$ cat src/rtl/step_pkg.sv
// rtl/step_pkg.sv - shared state encoding and default timing constants for the step pulse generator
package step_pkg;

  typedef enum logic [2:0] {
    IDLE,
    SETUP,
    HIGH,
    LOW,
    DONE
  } state_t;

  localparam int PUL_HIGH_CYC  = 16;
  localparam int DIR_SETUP_CYC = 32;
  localparam int RAMP_START    = 4096;
  localparam int RAMP_STEP     = 64;

endpackage

$ cat src/rtl/step_ramp.sv
// rtl/step_ramp.sv - per-step period for a trapezoidal accelerate/cruise/decelerate profile
module step_ramp #(
  parameter int PW         = 17,
  parameter int CNT_W      = 16,
  parameter int RAMP_START = step_pkg::RAMP_START,
  parameter int RAMP_STEP  = step_pkg::RAMP_STEP
) (
  input  logic             clk,
  input  logic             rst,
  input  logic             i_start,
  input  logic [PW-1:0]    i_start_eff,
  input  logic [PW-1:0]    i_floor,
  input  logic             i_step,
  input  logic [CNT_W-1:0] i_steps_left,
  output logic [PW-1:0]    o_period
);
  localparam logic [PW-1:0] START = PW'(RAMP_START);
  localparam logic [PW-1:0] STEP  = PW'(RAMP_STEP);

  logic [PW-1:0]    r_period;
  logic [CNT_W-1:0] r_ramp_cnt;
  logic [PW-1:0]    w_first;
  logic [PW-1:0]    w_cap;
  logic [PW-1:0]    w_slower;
  logic [PW-1:0]    w_faster;
  logic [PW:0]      w_up;

  assign w_first  = (START > i_start_eff) ? START : i_start_eff;
  assign w_cap    = (START > i_floor) ? START : i_floor;
  assign w_up     = {1'b0, r_period} + {1'b0, STEP};
  assign w_slower = (w_up > {1'b0, w_cap}) ? w_cap : w_up[PW-1:0];
  assign w_faster = ({1'b0, r_period} >= ({1'b0, i_floor} + {1'b0, STEP})) ?
                    (r_period - STEP) : i_floor;

  // i_steps_left is the count before this step's decrement, so the
  // deceleration mirrors exactly the number of accelerating steps taken.
  always_ff @(posedge clk) begin
    if (rst) begin
      r_period   <= '0;
      r_ramp_cnt <= '0;
    end else if (i_start) begin
      r_period   <= w_first;
      r_ramp_cnt <= '0;
    end else if (i_step) begin
      if (i_steps_left <= r_ramp_cnt) begin
        r_period <= w_slower;
      end else if (r_period > i_floor) begin
        r_period   <= w_faster;
        r_ramp_cnt <= r_ramp_cnt + CNT_W'(1);
      end
    end
  end

  assign o_period = r_period;

endmodule

$ cat src/rtl/step_pulse_gen.sv
// rtl/step_pulse_gen.sv - step/dir pulse generator with setup delay, abort and hold
// Define STEP_PULSE_GEN_RAMP_EN to build the trapezoidal acceleration profile.
module step_pulse_gen #(
  parameter int PUL_HIGH_CYC  = step_pkg::PUL_HIGH_CYC,
  parameter int DIR_SETUP_CYC = step_pkg::DIR_SETUP_CYC,
`ifdef STEP_PULSE_GEN_RAMP_EN
  parameter int RAMP_START    = step_pkg::RAMP_START,
  parameter int RAMP_STEP     = step_pkg::RAMP_STEP,
`endif
  parameter int CNT_W         = 16
) (
  input  logic             clk,
  input  logic             rst,
  input  logic             cmd_valid,
  output logic             cmd_ready,
  input  logic [CNT_W-1:0] cmd_steps,
  input  logic [CNT_W-1:0] cmd_period,
  input  logic             cmd_dir,
  input  logic             cmd_mod,
  input  logic             abort,
  input  logic             hold,
  output logic             pul,
  output logic             dir,
  output logic             mod,
  output logic             ena,
  output logic             busy,
  output logic             done,
  output logic [CNT_W-1:0] steps_left
);
  import step_pkg::*;

  localparam int            PW         = CNT_W + 1;
  localparam logic [PW-1:0] MIN_PERIOD = PW'(2 * PUL_HIGH_CYC);
  localparam logic [PW-1:0] SETUP_LD   = PW'(DIR_SETUP_CYC - 1);
  localparam logic [PW-1:0] HIGH_LD    = PW'(PUL_HIGH_CYC - 1);

  state_t           r_state;
  logic [PW-1:0]    r_timer;
  logic [PW-1:0]    r_eff_period;
  logic [CNT_W-1:0] r_steps_left;
  logic             r_abort_pend;
  logic             r_pul;
  logic             r_dir;
  logic             r_mod;
  logic             r_busy;
  logic             r_done;

  logic [PW-1:0]    w_cmd_period;
  logic [PW-1:0]    w_eff;
  logic [PW-1:0]    w_period;
  logic [PW-1:0]    w_low_ld;
  logic             w_accept;

  assign w_cmd_period = {1'b0, cmd_period};
  assign w_eff        = (w_cmd_period < MIN_PERIOD) ? MIN_PERIOD : w_cmd_period;
  assign w_accept     = cmd_valid && !r_busy;
  assign w_low_ld     = w_period - PW'(PUL_HIGH_CYC + 1);

`ifdef STEP_PULSE_GEN_RAMP_EN
  logic          w_step;
  logic [PW-1:0] w_ramp_period;

  assign w_step = (r_state == LOW) && !abort && (r_timer == '0) && (r_steps_left != '0);

  step_ramp #(
    .PW         (PW),
    .CNT_W      (CNT_W),
    .RAMP_START (RAMP_START),
    .RAMP_STEP  (RAMP_STEP)
  ) u_ramp (
    .clk          (clk),
    .rst          (rst),
    .i_start      (w_accept),
    .i_start_eff  (w_eff),
    .i_floor      (r_eff_period),
    .i_step       (w_step),
    .i_steps_left (r_steps_left),
    .o_period     (w_ramp_period)
  );

  assign w_period = w_ramp_period;
`else
  assign w_period = r_eff_period;
`endif

  // An abort seen during HIGH is remembered so the pulse keeps its full width.
  always_ff @(posedge clk) begin
    if (rst) begin
      r_state      <= IDLE;
      r_timer      <= '0;
      r_eff_period <= '0;
      r_steps_left <= '0;
      r_abort_pend <= 1'b0;
      r_pul        <= 1'b0;
      r_dir        <= 1'b0;
      r_mod        <= 1'b0;
      r_busy       <= 1'b0;
      r_done       <= 1'b0;
    end else begin
      case (r_state)
        IDLE: begin
          if (w_accept) begin
            r_busy       <= 1'b1;
            r_abort_pend <= 1'b0;
            if (cmd_steps != '0) begin
              r_state      <= SETUP;
              r_timer      <= SETUP_LD;
              r_dir        <= cmd_dir;
              r_mod        <= cmd_mod;
              r_steps_left <= cmd_steps;
              r_eff_period <= w_eff;
            end else begin
              r_state <= DONE;
              r_done  <= 1'b1;
            end
          end
        end
        SETUP: begin
          if (abort) begin
            r_state <= DONE;
            r_done  <= 1'b1;
            r_timer <= '0;
          end else if (r_timer == '0) begin
            r_state      <= HIGH;
            r_pul        <= 1'b1;
            r_timer      <= HIGH_LD;
            r_steps_left <= r_steps_left - CNT_W'(1);
          end else begin
            r_timer <= r_timer - PW'(1);
          end
        end
        HIGH: begin
          if (abort) begin
            r_abort_pend <= 1'b1;
          end
          if (r_timer == '0) begin
            r_pul <= 1'b0;
            if (abort || r_abort_pend) begin
              r_state <= DONE;
              r_done  <= 1'b1;
            end else begin
              r_state <= LOW;
              r_timer <= w_low_ld;
            end
          end else begin
            r_timer <= r_timer - PW'(1);
          end
        end
        LOW: begin
          if (abort || ((r_timer == '0) && (r_steps_left == '0))) begin
            r_state <= DONE;
            r_done  <= 1'b1;
            r_timer <= '0;
          end else if (r_timer == '0) begin
            r_state      <= HIGH;
            r_pul        <= 1'b1;
            r_timer      <= HIGH_LD;
            r_steps_left <= r_steps_left - CNT_W'(1);
          end else begin
            r_timer <= r_timer - PW'(1);
          end
        end
        DONE: begin
          r_state      <= IDLE;
          r_done       <= 1'b0;
          r_busy       <= 1'b0;
          r_abort_pend <= 1'b0;
        end
        default: begin
          r_state <= IDLE;
          r_pul   <= 1'b0;
          r_done  <= 1'b0;
          r_busy  <= 1'b0;
        end
      endcase
    end
  end

  assign cmd_ready  = !r_busy;
  assign pul        = r_pul;
  assign dir        = r_dir;
  assign mod        = r_mod;
  assign busy       = r_busy;
  assign ena        = r_busy | hold;
  assign done       = r_done;
  assign steps_left = r_steps_left;

endmodule

$ cat config.mk
export PLATFORM = sky130hd
export DESIGN_NAME = step_pulse_gen
export DESIGN_NICKNAME = d
export VERILOG_FILES = /design/src/rtl/step_pkg.sv /design/src/rtl/step_ramp.sv /design/src/rtl/step_pulse_gen.sv
export SDC_FILE = /design/constraint.sdc
export NUM_CORES = 1
export LEC_CHECK = 0
export ABC_AREA = 1
export BUFFER_PORTS_ARGS = -buffer_cell sky130_fd_sc_hd__buf_2
export CAP_MARGIN = 5
export CORE_UTILIZATION = 30
export CTS_CLUSTER_DIAMETER = 30
export DETAILED_ROUTE_END_ITERATION = 10
export PLACE_DENSITY_LB_ADDON = 0.12
export RECOVER_POWER = 50
export REMOVE_ABC_BUFFERS = 1
export SKIP_LAST_GASP = 1
export SLEW_MARGIN = 30
export SYNTH_ARGS = -nofsm -noshare
export SYNTH_HDL_FRONTEND = slang
export SYNTH_HIERARCHICAL = 1
export SYNTH_SLANG_ARGS = --single-unit
$ cat constraint.sdc
create_clock -name clk -period 2.1 [get_ports clk]
set_input_delay 0.42 -clock clk [delete_from_list [all_inputs] [get_ports clk]]
set_output_delay 0.42 -clock clk [all_outputs]
set_load 0.005 [all_outputs]
==> results of run 1 <==
## logic make-up (layout without fill, tap and decap cells)
kind of cell | Yosys count | in the layout | share of synthesized area, %
fa+ha+maj | 4 | 4 | 1.229
simple gates | 397 | 397 | 44.16
xor+xnor | 16 | 16 | 3.442
compound gates | 94 | 94 | 12.75
mux | 1 | 1 | 0.2459
buf+inv | 96 | 174 | 9.649
flops | 58 | 58 | 28.52
## worst max-delay path, delay by kind of cell (launching register included)
family,cells,cell delay (ns)
buffers and inverters,3,0.42
AND/OR/NAND/NOR,6,0.75
AO/OA/AOI/OAI,1,0.17
flip-flops,1,0.29
adder cells (fa/ha/maj),1,0.21
## power groups by stage
stage / Sequential [uW] / Clock [uW] / Combinational (uW)
global route: 1600 / 1510 / 2770
global placement: 1580 / 0 / 2390
floorplan: 1530 / 0 / 1720
detailed placement: 1580 / 0 / 2390
finish: 1560 / 1420 / 2400
CTS: 1560 / 1470 / 2400
## cell type report
cell class              count  share of cell area, %
multi-input cells         512                  51.18
repair buffers             80                  8.895
inverters                  78                  5.947
flip-flops and latches     58                  23.58
clock buffers              12                  5.413
well taps                 176                  4.473
clock inverters             4                 0.5083
## stage by stage
stage                     util (%)  power, uW  setup WS (ns)  cells  hold WS [ns]
after global routing         37.18       5881       0.009491    920        0.3369
after floorplan                  -       3248       -0.02504    648        0.4421
after detailed placement     34.96       3969         0.1010    901        0.4423
final                        37.18       5384         0.1846    920        0.3230
after CTS                    37.16       5430        0.08195    917        0.3100
after global placement       34.96       3968         0.1115    901        0.4300
## flip-flops by register name, summed over array words and instances (netlist names), 3 cells and up
name and count:
steps_left 16, r_timer 17, r_state 3, r_eff_period 16
## how the worst min path moves through the flow
stage	from	to	slack [ns]	cells past startpoint
2_1_floorplan	dir	dir	0.44	2
3_3_place_gp	mod	mod	0.43	2
3_5_place_dp	mod	mod	0.44	2
4_1_cts	cmd_period[5]	r_eff_period[5]	0.31	2
5_1_grt	cmd_period[5]	r_eff_period[5]	0.34	2
6_report	cmd_period[5]	r_eff_period[5]	0.32	2
## routing by layer
metal	vias up	GRT usage (%)
met4	0	8.703
met2	125	26.36
met5	-	0
li1	2284	-
met3	15	3.668
met1	1920	24.33
## what timing repair did
| action | in CTS | in global routing |
|---|---|---|
| hold buffers | 0 | 0 |
| setup endpoints to repair | 0 | 15 |
| hold endpoints to repair | 0 | 0 |
| setup buffers | 0 | 3 |
| gates resized for setup | 0 | 1 |
## layout by cell type (no fill, tap or decap), types with 5 or more instances in the layout
cell type,netlist,routed
sky130_fd_sc_hd__o21ai_1,6,6
sky130_fd_sc_hd__clkbuf_16,0,9
sky130_fd_sc_hd__clkbuf_1,11,6
sky130_fd_sc_hd__buf_4,1,18
sky130_fd_sc_hd__a21oi_1,29,29
sky130_fd_sc_hd__nand4_1,13,13
sky130_fd_sc_hd__nand2_1,148,149
sky130_fd_sc_hd__a21oi_2,5,5
sky130_fd_sc_hd__nor3_1,8,8
sky130_fd_sc_hd__inv_1,73,73
sky130_fd_sc_hd__xnor2_1,6,6
sky130_fd_sc_hd__nand3_1,60,60
sky130_fd_sc_hd__o21ai_0,42,42
sky130_fd_sc_hd__nand2_4,5,5
sky130_fd_sc_hd__dfxtp_1,58,58
sky130_fd_sc_hd__buf_2,2,55
sky130_fd_sc_hd__nor2_1,137,137
sky130_fd_sc_hd__xor2_1,10,10
==> summary.md, run 1 <==
| Metric | Value |
|---|---|
| Count of input and output buffers | `61` |
| Non-Filler Cell Area, Final | `4923 um2` |
| Vias in the first global route | `3991` |
| Cell types occupying the most area after synthesis | `sky130_fd_sc_hd__dfxtp_1 29%, sky130_fd_sc_hd__nand2_1 14%, sky130_fd_sc_hd__nor2_1 13%` |
| Endpoint required time on the critical path | `2.37 ns` |
| Async set-or-reset flop fraction in the synthesized netlist | `0%` |
| Min Clock Period, post-route | `1.915 ns` |
| Gpl congestion | `0.9013` |
| Post-detail-place hpwl | `8854 um` |
| Per-instance average area after synthesis | `6.113 um2` |
| First-pass iteration count of the detailed router | `5` |
| Cell Chain, Critical Path | `inv_1 > ha_1 > nand2_2 > nor2_8 > buf_4 > nand4_1 > inv_1 > nand3_1 > o21ai_0 > nor2_1 > nor2_1` |
| Endpoints failing setup | `0` |
| Setup total negative slack | `0 ns` |
| Antenna-violating nets left | `0` |
| Final worst clock skew | `0.004216 ns` |
| Average routed wire per standard cell | `12.71 um` |
| Final number of hold-violating endpoints | `0` |
| TritonCTS Buffers | `9` |
| Proportion of netlist area held by the largest area contributor | `28.52%` |
| Number of design rule violations left after detail routing | `0` |
| First-pass GRT wire length | `19480 um` |
| Min-Delay Path Class | `in -> reg` |
| Power density relative to cell area | `1094 nW/um2` |
| Site row count | `42` |
| Initial DRC Count | `291` |
| Uppermost metal layer occupied by signal nets | `met4` |
| Top FF cell, synth | `sky130_fd_sc_hd__dfxtp_1` |
| Post-synthesis cell type with the largest combined area | `sky130_fd_sc_hd__dfxtp_1` |
| Unrepaired setup endpoints after global routing | `false` |
| FMAX | `522.1 MHz` |
| Die outline height | `118.5 um` |
| Clock Tree Root | `sky130_fd_sc_hd__clkbuf_16` |
| Average via count per standard cell | `4.722` |
| Number of levels the H-tree was split into | `3` |
| Largest stage delay on the critical path | `0.29 ns` |
| Reg2Reg Setup Slack | `0.18 ns` |
| Kind of launch point of the worst setup path | `flop` |
| Peak ir drop on the vdd network | `0.3841 mV` |
| Comb power frac | `44.6%` |
| Share of final-layout standard cells stronger than drive strength 1 | `16.67%` |
| Count of vias placed by the detailed router | `4344` |
| Highest-delay cell along the critical path | `sky130_fd_sc_hd__dfxtp_1` |
| Number of antenna cells inserted | `0` |
| Met2 WL post-DR | `4993 um` |
| Switching power | `2292 uW` |
| Final-stage net count | `782` |
| Flip-flop and latch area | `1161 um2` |
| Wire length on met1 | `5890 um` |
| Number of standard cells after synthesis | `666` |
| Count of state elements after synthesis | `58` |
| Worst path arrival time | `2.19 ns` |
| Overall die area | `14040 um2` |
| Clk pin slew, worst setup/hold paths | `0.05 ns` |
| Gr ovfl total | `0` |
| Filler cell count | `1474` |
| Worst reg2reg startpoint | `r_timer[0]` |
| Crit Reg-Reg Endpoint | `r_timer[13]` |
| Clock network power share | `26.4%` |
| Final count of pins violating max slew | `0` |
| Run status | `complete, no violations` |
| CORE AREA | `13240 um2` |
| Post-synth EDFFs | `0` |
| Slew at the pin with the worst max-slew slack | `0.6157 ns` |
| Worst slew margin relative to its limit | `58.95%` |
| Switching part of the total | `42.57%` |
| Sort of element at the end of the critical path | `flop` |
| Area used by multi-input combinational logic | `2520 um2` |
| Sequential-to-total area share from yosys stat | `28.52%` |
| Initial standard-cell utilization of the core | `30.74%` |
| CP endpoint | `r_timer[13]` |
| Global-route usage over all layers | `17.76%` |
| Leakage dissipation | `0.002427 uW` |
| Skew-Pair Late Insertion Delay | `0.34 ns` |
| Amount of wire on met3 after detailed routing | `590 um` |
| Number of clock sinks | `58` |
| Share of power burned in registers | `29.0%` |
| Number of maximum-capacitance violations | `0` |
| Die extent in x | `118.5 um` |
| Area of the mapped netlist | `4071 um2` |
| Clock Path Buffers | `2` |
| Yosys Warn Count | `6` |
| Post-route clock period utilization | `91.21%` |
| Pin count of the biggest net entering global routing | `43` |
| Commonest cells in the netlist | `148 x sky130_fd_sc_hd__nand2_1, 137 x sky130_fd_sc_hd__nor2_1, 73 x sky130_fd_sc_hd__inv_1` |
| Layout overhead on the synthesized area | `20.93%` |
| Clock tree from TritonCTS | `done` |
| Ports placed on the boundary | `62` |
| Start point of the critical path | `r_timer[0]` |
| Initial antenna violation count | `0` |
| Distinct cell type count of the synthesized netlist | `42` |
| Cell internal power dissipation | `3092 uW` |
| Worst-path fanout max | `7` |
| Placed standard-cell area | `4629 um2` |
| Cell with the most instances after synthesis | `sky130_fd_sc_hd__nand2_1` |
| Worst reg2reg path depth | `11` |
| Type of the worst setup path | `reg -> reg` |
| DRT Wirelength | `11700 um` |
(Power assumes the default switching activity.)
==> inputs of run 2 (changes only) <==
--- a/config.mk
+++ b/config.mk
@@ -8,7 +8,7 @@
 export ABC_AREA = 1
 export BUFFER_PORTS_ARGS = -buffer_cell sky130_fd_sc_hd__buf_2
 export CAP_MARGIN = 5
-export CORE_UTILIZATION = 30
+export CORE_UTILIZATION = 35
 export CTS_CLUSTER_DIAMETER = 30
 export DETAILED_ROUTE_END_ITERATION = 10
 export PLACE_DENSITY_LB_ADDON = 0.12
==> summary.md, run 2 (synthesized netlist as in run 1, its figures left out) <==
| Metric | Value |
|---|---|
| Worst Setup Slack post-DPL | `0.09860 ns (-0.002395 ns)` |
| Cell count of the worst hold path | `2 (unchanged)` |
| Number of clock sinks | `58 (unchanged)` |
| Average via count per standard cell | `4.870 (+3.1%)` |
| Count of input and output buffers | `61 (unchanged)` |
| Final-stage net count | `779 (-0.38%)` |
| Initial standard-cell utilization of the core | `35.81% (+5.1 points)` |
| Leakage dissipation | `0.002419 uW (-0.31%)` |
| Vias in the first global route | `3882 (-2.7%)` |
| Layout overhead on the synthesized area | `19.82%` |
| Skew-Pair Late Insertion Delay | `0.33 ns (about the same)` |
| Flip-flop and latch area | `1161 um2 (unchanged)` |
| Die extent in x | `109.9 um (-7.3%)` |
| Worst reg2reg path depth | `10 (-1)` |
| FMAX | `511.0 MHz (-2.1%)` |
| Ports placed on the boundary | `62 (unchanged)` |
| Count of vias placed by the detailed router | `4305 (-0.90%)` |
| Largest stage delay on the critical path | `0.29 ns (about the same)` |
| Worst reg2reg startpoint | `r_timer[0]` |
| Top library cells by usage in the layout, fill and taps aside | `149 x sky130_fd_sc_hd__nand2_1, 137 x sky130_fd_sc_hd__nor2_1, 74 x sky130_fd_sc_hd__inv_1, 60 x sky130_fd_sc_hd__nand3_1, 58 x sky130_fd_sc_hd__dfxtp_1` |
| Type of the worst setup path | `reg -> reg` |
| Overall die area | `12070 um2 (-14%)` |
| Final worst clock skew | `0.005024 ns (+0.0008085 ns)` |
| Site row count | `39 (-7.1%)` |
| Run status | `complete, no violations` |
| Launch point of the worst hold path | `cmd_period[5]` |
| Initial DRC Count | `294 (+1.0%)` |
| Global-route usage over all layers | `20.27% (+2.5 points)` |
| Largest register FFs | `17 (unchanged)` |
| Endpoint, Worst Hold | `r_eff_period[5]` |
| Number of levels the H-tree was split into | `3 (unchanged)` |
| Crit Reg-Reg Endpoint | `r_timer[14]` |
| Clk pin slew, worst setup/hold paths | `0.05 ns (about the same)` |
| Die outline height | `109.9 um (-7.3%)` |
| First-pass GRT wire length | `18690 um (-4.0%)` |
| Endpoints failing setup | `0 (unchanged)` |
| Endpoint required time on the critical path | `2.32 ns (-0.05 ns)` |
| Reg2Reg Setup Slack | `0.14 ns (-0.04 ns)` |
| Antenna-violating nets left | `0 (unchanged)` |
| TritonCTS Buffers | `9 (unchanged)` |
| Area used by multi-input combinational logic | `2529 um2 (+0.35%)` |
| DRT Wirelength | `11470 um (-2.0%)` |
| Clock Path Buffers | `2 (unchanged)` |
| Final count of pins violating max slew | `0 (unchanged)` |
| Number of antenna cells inserted | `0 (unchanged)` |
| Leading cell type in the layout, fill and taps excluded | `sky130_fd_sc_hd__nand2_1` |
| CORE AREA | `11370 um2 (-14%)` |
| Clock Tree Root | `sky130_fd_sc_hd__clkbuf_16` |
| Average routed wire per standard cell | `12.97 um (+2.0%)` |
| Power density relative to cell area | `1124 nW/um2 (+2.8%)` |
| Peak ir drop on the vdd network | `0.4558 mV (+19%)` |
| Filler cell count | `1252 (-15%)` |
| Overall Power | `5484 uW (+1.9%)` |
| Share of final-layout standard cells stronger than drive strength 1 | `16.06% (-0.61 points)` |
| Worst-path fanout max | `17 (+10)` |
| Final number of hold-violating endpoints | `0 (unchanged)` |
| Worst path arrival time | `2.18 ns (about the same)` |
| Min Clock Period, post-route | `1.957 ns (+0.04163 ns)` |
| Gpl congestion | `0.9200 (+2.1%)` |
| Kind of launch point of the worst setup path | `flop` |
| Highest-delay cell along the critical path | `sky130_fd_sc_hd__dfxtp_1` |
| Worst slew margin relative to its limit | `60.66% (+1.7 points)` |
| Worst Slack Setup Final | `0.1430 ns (-0.04163 ns)` |
| Number of design rule violations left after detail routing | `0 (unchanged)` |
| Post-route clock period utilization | `93.19% (+2.0 points)` |
| Sort of element at the end of the critical path | `flop` |
| Post-detail-place hpwl | `8735 um (-1.3%)` |
| Cell Chain, Critical Path | `inv_1 > ha_1 > nand2_2 > nor2_8 > nand4_1 > nor2_4 > a21oi_2 > buf_4 > o21ai_0 > nor2_1` |
| Slew at the pin with the worst max-slew slack | `0.5900 ns (-0.02569 ns)` |
| Gr ovfl total | `0 (unchanged)` |
| Register bank with the most flops | `r_timer` |
| Number of setup buffers added after CTS | `0 (unchanged)` |
| Number of maximum-capacitance violations | `0 (unchanged)` |
| Min-Delay Path Class | `in -> reg` |
| Pin count of the biggest net entering global routing | `43 (unchanged)` |
| Unrepaired setup endpoints after global routing | `false` |
| First-pass iteration count of the detailed router | `5 (unchanged)` |
| Initial antenna violation count | `0 (unchanged)` |
| Clock tree from TritonCTS | `done` |
==> run 2: critical path, delay by kind of cell (launching register included) <==
family,cells,cell delay [ns]
and+or+nand+nor,5,0.77
buffers and inverters,2,0.32
DFF,1,0.29
AOI/OAI and AO/OA,2,0.24
adders and majority gates,1,0.22
==> run 2: power by group <==
group	switching (uW)	total (uW)	leakage, uW	internal, uW
Sequential	232	1550	0.000478	1320
Combinational	1550	2430	0.00179	878
Clock	530	1510	0.000151	975
Total	2310	5480	0.00242	3170
==> run 2: through the flow <==
| step | setup TNS (ns) | cell area, um2 | cells | utilization, % | hold slack, ns |
|---|---|---|---|---|---|
| global placement | 0 | 4588 | 868 | 40.35 | 0.4314 |
| floorplan | -0.03839 | 3971 | 648 | - | 0.4421 |
| CTS | 0 | 4893 | 884 | 43.04 | 0.3247 |
| finish | 0 | 4878 | 884 | 42.91 | 0.3342 |
| detailed placement | 0 | 4588 | 868 | 40.35 | 0.4387 |
| global route | 0 | 4878 | 884 | 42.91 | 0.3367 |
==> run 2: layer usage <==
| metal | vias up | global-route usage, % | part of all wire, % |
|---|---|---|---|
| met4 | 0 | 6.381 | 0.85 |
| li1 | 2279 | - | - |
| met5 | - | 0 | 0 |
| met2 | 121 | 29.87 | 43 |
| met1 | 1895 | 29.28 | 50 |
| met3 | 10 | 4.090 | 6.1 |
==> run 2: repair_timing <==
item | 4_1_cts | 5_1_grt
setup endpoints to repair | 0 | 14
resized for setup | 0 | 3
hold buffers | 0 | 0
hold endpoints to repair | 0 | 0
==> run 2: area by class of cell <==
| type | count | area share, % |
|---|---|---|
| Sequential cell | 58 | 23.80 |
| Inverter | 78 | 6.053 |
| Timing Repair Buffer | 77 | 8.387 |
| Tap cell | 143 | 3.668 |
| Clock buffer | 11 | 5.181 |
| Multi-Input combinational cell | 512 | 51.83 |
| Clock inverter | 5 | 1.077 |
==> run 2: how the worst max path moves through the flow <==
stage	startpoint	end	slack [ns]	depth (start not counted)
detailed placement	r_timer[0]	r_timer[14]	0.1	10
global placement	r_timer[0]	r_timer[4]	0.10	10
CTS	r_timer[0]	r_timer[14]	0.08	10
global route	r_timer[0]	r_timer[14]	0.01	10
floorplan	r_state[2]	done	-0.03	8
finish	r_timer[0]	r_timer[14]	0.14	10
==> inputs of run 3 (changes only) <==
--- a/config.mk
+++ b/config.mk
@@ -6,9 +6,9 @@
 export NUM_CORES = 1
 export LEC_CHECK = 0
 export ABC_AREA = 1
-export BUFFER_PORTS_ARGS = -buffer_cell sky130_fd_sc_hd__buf_2
+export BUFFER_PORTS_ARGS = -buffer_cell sky130_fd_sc_hd__buf_4
 export CAP_MARGIN = 5
-export CORE_UTILIZATION = 35
+export CORE_UTILIZATION = 45
 export CTS_CLUSTER_DIAMETER = 30
 export DETAILED_ROUTE_END_ITERATION = 10
 export PLACE_DENSITY_LB_ADDON = 0.12
==> summary.md, run 3 (synthesized netlist as in run 1, its figures left out) <==
| Metric | Value |
|---|---|
| Largest stage delay on the critical path | `0.30 ns (about the same)` |
| First-pass iteration count of the detailed router | `5 (unchanged)` |
| Min Clock Period, post-route | `1.919 ns (-0.03834 ns)` |
| FMAX | `521.2 MHz (+2.0%)` |
| Amount of wire on met3 after detailed routing | `756 um (+8.0%)` |
| Leading cell type in the layout, fill and taps excluded | `sky130_fd_sc_hd__nand2_1` |
| Initial standard-cell utilization of the core | `46.69% (+11 points)` |
| Final instance count without filler cells | `853 (-3.5%)` |
| Slew at the pin with the worst max-slew slack | `0.5619 ns (-0.02812 ns)` |
| Gpl congestion | `0.9682 (+5.2%)` |
| Average routed wire per standard cell | `13.06 um (+0.69%)` |
| Antenna-violating nets left | `0 (unchanged)` |
| Number of antenna cells inserted | `0 (unchanged)` |
| Ports placed on the boundary | `62 (unchanged)` |
| Buffers and inverters on the worst path | `1 (-1)` |
| Highest-delay cell along the critical path | `sky130_fd_sc_hd__dfxtp_1` |
| Initial antenna violation count | `0 (unchanged)` |
| Peak ir drop on the vdd network | `0.4718 mV (+3.5%)` |
| Final count of pins violating max slew | `0 (unchanged)` |
| Site row count | `34 (-13%)` |
| Post-route clock period utilization | `91.37% (-1.8 points)` |
| Worst-path fanout max | `14 (-3)` |
| Met2 WL post-DR | `4730 um (-3.3%)` |
| Post-detail-place hpwl | `8519 um (-2.5%)` |
| Clock Path Buffers | `2 (unchanged)` |
| Placed standard-cell area | `4705 um2 (+2.5%)` |
| Non-Filler Cell Area, Final | `4959 um2 (+1.6%)` |
| Run status | `complete, no violations` |
| Worst path arrival time | `2.19 ns (about the same)` |
| Count of vias placed by the detailed router | `4404 (+2.3%)` |
| Gr ovfl total | `0 (unchanged)` |
| Type of the worst setup path | `reg -> reg` |
| Filler cell count | `855 (-32%)` |
| Count of input and output buffers | `61 (unchanged)` |
| Number of levels the H-tree was split into | `3 (unchanged)` |
| Die outline height | `97.12 um (-12%)` |
| Layout Utilization | `56.86% (+14 points)` |
| Clock Tree Root | `sky130_fd_sc_hd__clkbuf_8` |
| Worst slew margin relative to its limit | `62.54% (+1.9 points)` |
| CORE AREA | `8721 um2 (-23%)` |
| Pin count of the biggest net entering global routing | `36 (-16%)` |
| Top library cells by usage in the layout, fill and taps aside | `149 x sky130_fd_sc_hd__nand2_1, 137 x sky130_fd_sc_hd__nor2_1, 74 x sky130_fd_sc_hd__inv_1, 60 x sky130_fd_sc_hd__nand3_1, 58 x sky130_fd_sc_hd__dfxtp_1` |
| Final worst clock skew | `0.006991 ns (+0.001967 ns)` |
| Final number of hold-violating endpoints | `0 (unchanged)` |
| Endpoints failing setup | `0 (unchanged)` |
| First-pass GRT wire length | `18640 um (-0.26%)` |
| Layout overhead on the synthesized area | `21.79%` |
| Initial DRC Count | `222 (-24%)` |
| Sort of element at the end of the critical path | `flop` |
| Largest register FFs | `17 (unchanged)` |
| Power density relative to cell area | `1088 nW/um2 (-3.2%)` |
| DRT Wirelength | `11140 um (-2.8%)` |
| Average via count per standard cell | `5.163 (+6.0%)` |
| Vias in the first global route | `3987 (+2.7%)` |
| Skew-Pair Late Insertion Delay | `0.35 ns (+0.02 ns)` |
| Leakage dissipation | `0.002456 uW (+1.5%)` |
| CTS Hold Buffers Added | `0 (unchanged)` |
| Register bank with the most flops | `r_timer` |
| Number of maximum-capacitance violations | `0 (unchanged)` |
| Kind of launch point of the worst setup path | `flop` |
| Setup total negative slack | `0 ns (unchanged)` |
| Flip-flop and latch area | `1161 um2 (unchanged)` |
| Final-stage net count | `783 (+0.51%)` |
| Die extent in x | `97.12 um (-12%)` |
| TritonCTS Buffers | `9 (unchanged)` |
| Top cell by count, worst path | `sky130_fd_sc_hd__nand2_2` |
| Number of design rule violations left after detail routing | `0 (unchanged)` |
| Global-route usage over all layers | `24.27% (+4.0 points)` |
| Share of final-layout standard cells stronger than drive strength 1 | `17.18% (+1.1 points)` |
| Overall die area | `9432 um2 (-22%)` |
| Uppermost metal layer occupied by signal nets | `met4` |
| Clock tree from TritonCTS | `done` |
| Area used by multi-input combinational logic | `2520 um2 (-0.35%)` |
| Number of clock sinks | `58 (unchanged)` |
| Endpoint required time on the critical path | `2.37 ns (+0.05 ns)` |
| Worst hold margin | `0.3053 ns (-0.02885 ns)` |
| Wire length on met1 | `5553 um (-3.9%)` |
| Kind of cell with the highest combined delay on the critical path | `simple AND/OR/NAND/NOR gates` |
| Min-Delay Path Class | `in -> reg` |
| Cell Chain, Critical Path | `inv_1 > ha_1 > nand2_2 > nor2_8 > nand4_1 > nor2_4 > nand2_2 > nand2_4 > nor2_1 > a21oi_1` |
| Clk pin slew, worst setup/hold paths | `0.07 ns (+0.02 ns)` |
| Instance count after placement with tap cells included | `834 (-3.9%)` |
run 3: path summary, 6_finish.rpt:
| check | cells past startpoint | end | slack [ns] | from |
|---|---|---|---|---|
| setup / recovery | 10 | r_timer[1] | 0.18 | r_timer[0] |
| hold / removal | 2 | r_eff_period[5] | 0.31 | cmd_period[5] |
| setup reg to reg | 10 | r_timer[1] | 0.18 | r_timer[0] |
| hold reg to reg | 2 | mod | 0.45 | mod |
run 3: power breakdown:
part | switching, uW | leakage, uW | internal (uW) | total [uW]
clock network | 490 | 0.000119 | 822 | 1310
logic | 1550 | 0.00186 | 978 | 2530
registers | 241 | 0.000478 | 1320 | 1560
run 3: cell type report:
cell class,instances,share of cell area (%)
repair buffers,81,12.06
inverters,78,5.905
clock buffers,10,2.776
well taps,108,2.725
clock inverters,6,2.296
flip-flops and latches,58,23.42
multi-input cells,512,50.82
run 3: metal layers:
metal | track usage [%] | vias up
met1 | 35.05 | 1981
met4 | 6.544 | 0
li1 | - | 2281
met2 | 36.84 | 133
met3 | 4.604 | 9
met5 | 0 | -
run 3: through the flow:
stage	worst slack [ns]	power [uW]
4_1_cts	0.07701	5398
6_report	0.1813	5397
5_1_grt	-0.001214	5810
2_1_floorplan	-0.02504	3248
3_3_place_gp	0.1399	4051
3_5_place_dp	0.1076	4078
run 3: timing repair:
action | 4_1_cts | 5_1_grt
gates resized for setup | 0 | 1
buffers inserted | 0 | 3
endpoints found under the setup margin | 0 | 13
